**src/rtl/gfx_pkg.sv**
```systemverilog
// rtl/gfx_pkg.sv - shared frame-buffer geometry, pixel/address types and blitter states
package gfx_pkg;

   localparam int SCREEN_W = 640;
   localparam int SCREEN_H = 480;

   typedef logic [15:0] pixel_t;
   typedef logic [19:0] fb_addr_t;

   localparam pixel_t TRANSPARENT = 16'h0000;

   typedef enum logic [2:0] {
      IDLE,
      FETCH,
      WAIT,
      WRITE,
      ADVANCE,
      DONE
   } blit_state_t;

endpackage

```
**src/rtl/fb_addr_calc.sv**
```systemverilog
// rtl/fb_addr_calc.sv - (bank, x, y) to frame-buffer address with on-screen flag
module fb_addr_calc
   import gfx_pkg::*;
(
   input  logic        bank,
   input  logic [10:0] x,
   input  logic [10:0] y,
   output fb_addr_t    addr,
   output logic        on_screen
);

   logic [18:0] lin;

   // y*640 as (y<<9)+(y<<7); only the low 9 bits of y matter once on_screen holds
   always_comb begin
      on_screen = (x < 11'(SCREEN_W)) && (y < 11'(SCREEN_H));
      lin       = {1'b0, y[8:0], 9'b0} + {3'b0, y[8:0], 7'b0} + {9'b0, x[9:0]};
      addr      = {bank, lin};
   end

endmodule

```
**src/rtl/sprite_blitter.sv**
```systemverilog
// rtl/sprite_blitter.sv - sprite ROM to back frame buffer copy engine; optional SPRITE_MIRROR_EN adds horizontal flip
module sprite_blitter
   import gfx_pkg::*;
#(
   parameter int SPRITE_W = 32,
   parameter int SPRITE_H = 32,
   parameter int NUM_IMG  = 8
) (
   input  logic        Clk,
   input  logic        Reset,
   input  logic        Start,
   input  logic [2:0]  img_id,
   input  logic [9:0]  imgX,
   input  logic [9:0]  imgY,
   input  logic        back_buffer,
`ifdef SPRITE_MIRROR_EN
   input  logic        mirror_x,
`endif
   output logic        Done,
   output logic        busy,
   output logic [12:0] rom_addr,
   input  logic [15:0] rom_data,
   output logic        wr_req,
   output logic [19:0] wr_addr,
   output logic [15:0] wr_data,
   input  logic        wr_ack
);

   localparam int CW = $clog2(SPRITE_W);
   localparam int RW = $clog2(SPRITE_H);
   localparam int IW = $clog2(NUM_IMG);

   blit_state_t     state_q, state_d;
   logic [RW-1:0]   row_q, row_d;
   logic [CW-1:0]   col_q, col_d;
   logic [IW-1:0]   img_q, img_d;
   logic [9:0]      x0_q, x0_d;
   logic [9:0]      y0_q, y0_d;
   logic            bank_q, bank_d;
   logic            wr_req_q, wr_req_d;
   fb_addr_t        wr_addr_q, wr_addr_d;
   pixel_t          wr_data_q, wr_data_d;
   logic            done_q, done_d;
   logic [12:0]     rom_addr_q, rom_addr_d;
   logic [CW-1:0]   rom_col;

   logic [10:0]     pix_x, pix_y;
   fb_addr_t        pix_addr;
   logic            pix_on_screen;

   assign pix_x = {1'b0, x0_q} + 11'(col_q);
   assign pix_y = {1'b0, y0_q} + 11'(row_q);

   fb_addr_calc u_addr (
      .bank      (bank_q),
      .x         (pix_x),
      .y         (pix_y),
      .addr      (pix_addr),
      .on_screen (pix_on_screen)
   );

`ifdef SPRITE_MIRROR_EN
   logic mirror_q, mirror_d;

   // mirror flag captured with the other blit parameters at Start
   always_comb begin
      mirror_d = mirror_q;
      if (state_q == IDLE && Start) mirror_d = mirror_x;
   end

   // mirror flag register
   always_ff @(posedge Clk) begin
      if (Reset) mirror_q <= 1'b0;
      else       mirror_q <= mirror_d;
   end

   // SPRITE_W is a power of two, so SPRITE_W-1-col is just ~col
   assign rom_col = mirror_d ? ~col_d : col_d;
`else
   assign rom_col = col_d;
`endif

   // ROM address follows the next (row, col) so it is already presented during FETCH
   always_comb begin
      rom_addr_d = 13'({img_d, row_d, rom_col});
   end

   // next-state and datapath updates for the blit walk
   always_comb begin
      state_d   = state_q;
      row_d     = row_q;
      col_d     = col_q;
      img_d     = img_q;
      x0_d      = x0_q;
      y0_d      = y0_q;
      bank_d    = bank_q;
      wr_req_d  = wr_req_q;
      wr_addr_d = wr_addr_q;
      wr_data_d = wr_data_q;
      done_d    = done_q;
      case (state_q)
         IDLE: begin
            if (Start) begin
               img_d   = img_id[IW-1:0];
               x0_d    = imgX;
               y0_d    = imgY;
               bank_d  = back_buffer;
               row_d   = '0;
               col_d   = '0;
               state_d = FETCH;
            end
         end
         FETCH: begin
            state_d = WAIT;
         end
         WAIT: begin
            if (rom_data == TRANSPARENT || !pix_on_screen) begin
               state_d = ADVANCE;
            end else begin
               wr_addr_d = pix_addr;
               wr_data_d = rom_data;
               wr_req_d  = 1'b1;
               state_d   = WRITE;
            end
         end
         WRITE: begin
            if (wr_ack) begin
               wr_req_d = 1'b0;
               state_d  = ADVANCE;
            end
         end
         ADVANCE: begin
            if (row_q == RW'(SPRITE_H - 1) && col_q == CW'(SPRITE_W - 1)) begin
               done_d  = 1'b1;
               state_d = DONE;
            end else begin
               col_d = col_q + 1'b1;
               if (col_q == CW'(SPRITE_W - 1)) row_d = row_q + 1'b1;
               state_d = FETCH;
            end
         end
         DONE: begin
            if (!Start) begin
               done_d  = 1'b0;
               state_d = IDLE;
            end
         end
         default: begin
            state_d = IDLE;
         end
      endcase
   end

   // state and datapath registers
   always_ff @(posedge Clk) begin
      if (Reset) begin
         state_q    <= IDLE;
         row_q      <= '0;
         col_q      <= '0;
         img_q      <= '0;
         x0_q       <= '0;
         y0_q       <= '0;
         bank_q     <= 1'b0;
         wr_req_q   <= 1'b0;
         wr_addr_q  <= '0;
         wr_data_q  <= '0;
         done_q     <= 1'b0;
         rom_addr_q <= '0;
      end else begin
         state_q    <= state_d;
         row_q      <= row_d;
         col_q      <= col_d;
         img_q      <= img_d;
         x0_q       <= x0_d;
         y0_q       <= y0_d;
         bank_q     <= bank_d;
         wr_req_q   <= wr_req_d;
         wr_addr_q  <= wr_addr_d;
         wr_data_q  <= wr_data_d;
         done_q     <= done_d;
         rom_addr_q <= rom_addr_d;
      end
   end

   assign busy     = (state_q != IDLE) && (state_q != DONE);
   assign Done     = done_q;
   assign rom_addr = rom_addr_q;
   assign wr_req   = wr_req_q;
   assign wr_addr  = wr_addr_q;
   assign wr_data  = wr_data_q;

endmodule

```
**config.mk**
```make
export PLATFORM = sky130hd
export DESIGN_NAME = sprite_blitter
export DESIGN_NICKNAME = d
export VERILOG_FILES = /design/src/rtl/gfx_pkg.sv /design/src/rtl/fb_addr_calc.sv /design/src/rtl/sprite_blitter.sv
export SDC_FILE = /design/constraint.sdc
export NUM_CORES = 1
export LEC_CHECK = 0
export ABC_AREA = 1
export BUFFER_PORTS_ARGS = -buffer_cell sky130_fd_sc_hd__buf_2
export CAP_MARGIN = 5
export CORE_MARGIN = 4
export CORE_UTILIZATION = 35
export DETAILED_ROUTE_END_ITERATION = 8
export PLACE_DENSITY = 0.6
export REMOVE_ABC_BUFFERS = 1
export SLEW_MARGIN = 20
export SYNTH_ARGS = -nofsm -noshare
export SYNTH_HDL_FRONTEND = slang
export SYNTH_SLANG_ARGS = --single-unit
```
**constraint.sdc**
```tcl
create_clock -name Clk -period 4.7 [get_ports Clk]
set_input_delay 0.47 -clock Clk [delete_from_list [all_inputs] [get_ports Clk]]
set_output_delay 0.47 -clock Clk [all_outputs]
set_load 0.1 [all_outputs]
```
* Word-level counts from Yosys, hierarchy flattened
Index checks and enable logic that the tools add are counted.
Widths: inputs -> output; s select.
** Cells by class
- $add $sub $neg :: 6
- Order comparisons :: 2
- Equality and inequality tests :: 13
- Multiplexer cells :: 21
- Bitwise logic cells :: 1
- Reduce and logical (&&, ||, !) cells :: 15
** Operators by type and width (count)
- $mux 5 :: 5
- $add 10x5->11 :: 2
- $mux 3 :: 7
- $pmux 5 s2 :: 2
- $add 18x16->19 :: 1
- $add 19x10->19 :: 1
- $pmux 3 s6 :: 1
- $logic_not 16->1 :: 1
- $lt 11x10->1 const B :: 1
- $lt 11x9->1 const B :: 1
- $add 5x1->5 const B :: 2
- $eq 5x5->1 const B :: 2
- $ne 2x2->1 const B :: 5
- $reduce_and 3->1 :: 3
- $eq 3x2->1 const B :: 2
- $eq 3x3->1 const B :: 2
- $mux 1 :: 4
- $pmux 1 s2 :: 2
- $reduce_and 2->1 :: 2
- $reduce_bool 2->1 :: 2
- $eq 3x1->1 const B :: 1
- $logic_and 1x1->1 :: 3
- $logic_not 3->1 :: 1
- $ne 3x3->1 const B :: 1
- other kinds (4) :: 4
** Storage, ports and cells
- Register bits after elaboration :: 88
- Input port bits :: 44
- Output and inout port bits :: 52

* Logic depth before layout (Yosys ltp)
- Depth after elaboration :: 7
- Gate-level depth with buffers :: 20

* Hierarchy
A second synthesis with hierarchy kept.
** Second synthesis, totals
- Cell total of the unflattened synthesis :: 580
- Area total of the unflattened synthesis :: 4334.2 sq um
** By module, submodules not included
- sprite_blitter :: times used 1, cells each 467, area an instance 3613.5 sq um, sequential area each 1501.4 sq um
- fb_addr_calc :: times used 1, cells each 113, area an instance 720.7 sq um, sequential area each 0.0 sq um

* Worst setup path after synthesis
No wires, ideal clock.
- Path kind :: flip-flop to flip-flop
- From :: register col_q[0]
- To :: register wr_addr_q[18], in the netlist wr_addr[18]
- Setup time :: 0.115 ns
- Data arrival time :: 3.957 ns
- Data required time :: 4.585 ns
- Slack :: 0.628 ns
- Stages on the path, launching flop included :: 21
- Cells stage by stage :: dfxtp_1 ha_1 inv_1 fa_1 o21ai_1 nand3_1 nand2_1 nand2_1 nand2_1 inv_1 ha_1 ha_1 fa_1 nand3_1 nand2_1 a21oi_1 o21ai_0 a21o_1 nand2_1 o21ai_1 and2_1
** Between the ends
- Longest elaborated chain between the ends :: 7
** Ends and longest elaborated chain
- from (decl) :: RTL line sprite_blitter.sv:35 : logic [CW-1:0] col_q, col_d;
- from (signal assigned) :: RTL line sprite_blitter.sv:172 : col_q <= col_d;
- $add 10x5->11 (*) :: RTL line sprite_blitter.sv:51 : assign pix_x = {1'b0, x0_q} + 11'(col_q);
- $lt 11x10->1 :: RTL line fb_addr_calc.sv:16 : on_screen = (x < 11'(SCREEN_W)) && (y < 11'(SCREEN_H));
- $logic_and 1x1->1 :: RTL line fb_addr_calc.sv:16
- $logic_not 1->1 :: RTL line sprite_blitter.sv:117 : if (rom_data == TRANSPARENT || !pix_on_screen) begin
- $logic_or 1x1->1 :: RTL line sprite_blitter.sv:117
- $not 1->1 (no line)
- $reduce_and 2->1 (no line)
- to (signal assigned) :: RTL line sprite_blitter.sv:178 : wr_addr_q <= wr_addr_d;
- to (decl) :: RTL line sprite_blitter.sv:41 : fb_addr_t wr_addr_q, wr_addr_d;
Every way passes the cells marked *; elsewhere a longest branch is shown, timed or not.
A chain may end at the register's enable or synchronous reset.

* Final worst setup path
Same ends and word-level chain as after synthesis.

==> metrics.md <==
| Metric | Value |
|---|---|
| RePlAce Congestion | 0.859 |
| Die Y | 118 um |
| Post-detail-place hpwl | 7820 um |
| Worst VDD drop | 0.197 mV |
| Post-CTS sizing | 0 |
| Worst rel slew slack | 35.2% |
| Final Max Tran Viols | 0 |
| First-pass GRT wire length | 17800 um |
| Routed via count | 4007 |
| Count of final setup violators | 0 |
| Met2 routed WL | 4660 um |
| Starting DRT DRC Count | 151 |
| DR vias/cell | 4.78 |
| Final Worst Setup Slack | 1.03 ns |
| Die width | 118 um |
| Final nets | 770 |
| Filler cells | 1251 |
| RSZ-0062 raised after global routing | no |
| CTS Hold Bufs | 0 |
| Clock Pin Slew Worst Setup and Hold Paths | 0.05 ns |
| Worst slew pin tran | 0.972 ns |
| Post-CTS Setup Inserts | 0 |
| Critical Path RT | 4.92 ns |
| Synthesized cell area | 4260 um2 |
| Crit start category | flop |
| Final wirelength | 10200 um |
| FP Rows | 40 |
| Clock H-tree levels | 3 |
| Min cycle time layout | 3.67 ns |
| Synth Register Bits | 75 |
| Final Hold Viols | 0 |
| DRC viols | 0 |
| Ranking of synthesized cells by area | dfxtp_1 35%, nand2_1 12%, ha_1 9.1% |
| Fmax | 272 MHz |
| Layout cells sized above 1 | 17.1% |
| Starting Density | 35.6% |
| Area after DPL | 4820 um2 |
| Uppermost routed layer | met4 |
| Max Cap Viol | 0 |
| Critical setup path kind | flop to flop |
| Power, Total | 0.00274 W |
| Met1 Wirelength | 4770 um |
| Die ar. | 14000 um2 |
| Most frequent cell after synthesis | nand2_1 |
| Post-Layout Cell Count | 839 |
| EDFF count, synth | 0 |
| Hold Crit Start | imgX[3] |
| Clock root buffer | clkbuf_16 |
| # diodes | 0 |
| GRT overflow | 0 |
| Synth Flop Type | dfxtp_1 |
| Cells after Synth | 602 |
| Area grow syn2layout | 18.8% |
| CTS buffer count | 9 |
| Max Root-Sink Buffers | 2 |
| Placed Cells | 827 |
| Worst skew pair latency | 0.33 ns |
| Fin crit share | 78.1% |
| Largest area contributor in the netlist | dfxtp_1 |
| First-pass iteration count of the detailed router | 4 |
| Largest net degree at the start of global routing | 72 |
| Total GRT Usage | 15.2% |
| CTS tree | built |
| Sequential share of the synthesized area | 35.2% |
| Syn Area/Cell | 7.08 um2 |
| Ys async rst share | 0% |
| Vias in the first global route | 3984 |
| Critical R2R Launch | col_q[0]$_SDFFE_PP0P_ |
| Critical path launch point | col_q[0]$_SDFFE_PP0P_ |
| ANT nets after route | 0 |
| Clock Skew | 0.00514 ns |
| Crit-path max FO | 6 |
| Hold Crit Class | primary input to flop |
| Routed wl met3 | 677 um |
| Critical Path AT | 3.89 ns |
| Leakage | 2.54 nW |
| Synth top area share | 35.2% |
| Core area | 12000 um2 |
| PortBufs | 95 |
| WL per Instance | 12.2 um |
| Ys Warns | 0 |
| Pwr/cell area | 541 nW/um2 |
| Sink Count | 75 |
| Setup TNS | 0 ns |
| Crit path capture type | flop |
| Post-synth top cells | 136 x nand2_1, 90 x inv_1, 77 x a21oi_1 |
| Final Instance Area | 5060 um2 |
| Status | completed |
| Post-synth cell types | 33 |
| I/O Pins | 96 |
| Worst slack, placed | 1.04 ns |
| Antenna violations before repair | 0 |
-- area by class of cell --
class | instances | area [um2] | share of cell area [%]
clock buffer | 11 | 233 | 4.60
clock inverter | 1 | 5.00 | 0.0989
inverter | 91 | 342 | 6.75
multi-input combinational | 416 | 2300 | 45.4
sequential | 75 | 1500 | 29.7
tap | 147 | 184 | 3.63
timing repair buffer | 98 | 498 | 9.84
-- per-stage QoR --
| step | util (%) | hold WS (ns) |
|---|---|---|
| 2_1_floorplan | - | 0.439 |
| 3_3_place_gp | 40.3 | 0.431 |
| 3_5_place_dp | 40.3 | 0.434 |
| 4_1_cts | 42.3 | 0.369 |
| 5_1_grt | 42.3 | 0.375 |
| 6_report | 42.3 | 0.388 |
-- cell usage in the layout, fill, tap and decap left out, drive strengths merged, types with 2 or more instances in the layout --
master  netlist  final
nand3b        2      2
ha           31     31
a21oi        80     80
xor2         11     11
o21ai        56     56
nor3          3      3
nand4         7      7
xnor2         6      6
clkbuf       12     11
or2           2      2
nor2         40     40
inv          91     91
nand3        26     26
a21o          2      2
fa            4      4
o21bai        2      2
nand2       138    138
dfxtp        75     75
buf           8     98
-- worst max-delay path: stages, from the launching register on --
cell,delay (ns)
dfxtp_1,0.43
ha_1,0.20
inv_1,0.05
fa_1,0.42
o21ai_1,0.21
nand3_1,0.12
nand2_1,0.08
nand2_1,0.05
nand2_1,0.08
inv_1,0.04
ha_1,0.27
ha_1,0.25
fa_1,0.42
nand3_1,0.08
nand2_1,0.08
a21oi_1,0.21
o21ai_0,0.15
a21o_1,0.18
nand2_1,0.05
o21ai_1,0.06
and2_1,0.15
-- cells by family after synthesis --
family / synth area share, %
and+or+nand+nor: 21.4
AOI/OAI and AO/OA: 17.9
buffers and inverters: 11.0
DFF: 35.2
adders and majority gates: 11.0
xor gates and xnor gates: 3.49
-- layer usage --
metal / vias to the layer above / GRT usage [%]
met4: 0 / 4.40
met1: 1771 / 18.9
met3: 10 / 4.64
met2: 106 / 25.4
met5: - / 0
li1: 2120 / -
-- flip-flops by register name, indices dropped and copies added, names as in the netlist, 2 cells and up --
register,cells
x0_q,10
img_q,3
row_q,4
wr_data,16
state_q,3
col_q,4
wr_addr,20
y0_q,10
rom_addr,2
-- path summary, 6_finish.rpt --
path,cells after the start,slack [ns],endpoint
min reg2reg,2,0.44,wr_addr[3]$_SDFFE_PP0P_
max,20,1.03,wr_addr[18]$_SDFFE_PP0P_
min,3,0.39,x0_q[3]$_SDFFE_PP0P_
max reg2reg,20,1.03,wr_addr[18]$_SDFFE_PP0P_
-- report_power, final --
part	internal, W	leakage, nW	switching (W)
combinational	0.000269	1.81	0.00105
clock	0.000344	0.117	0.000233
sequential	0.000766	0.612	0.0000796
No activity file was read; power rests on OpenSTA's default activity.
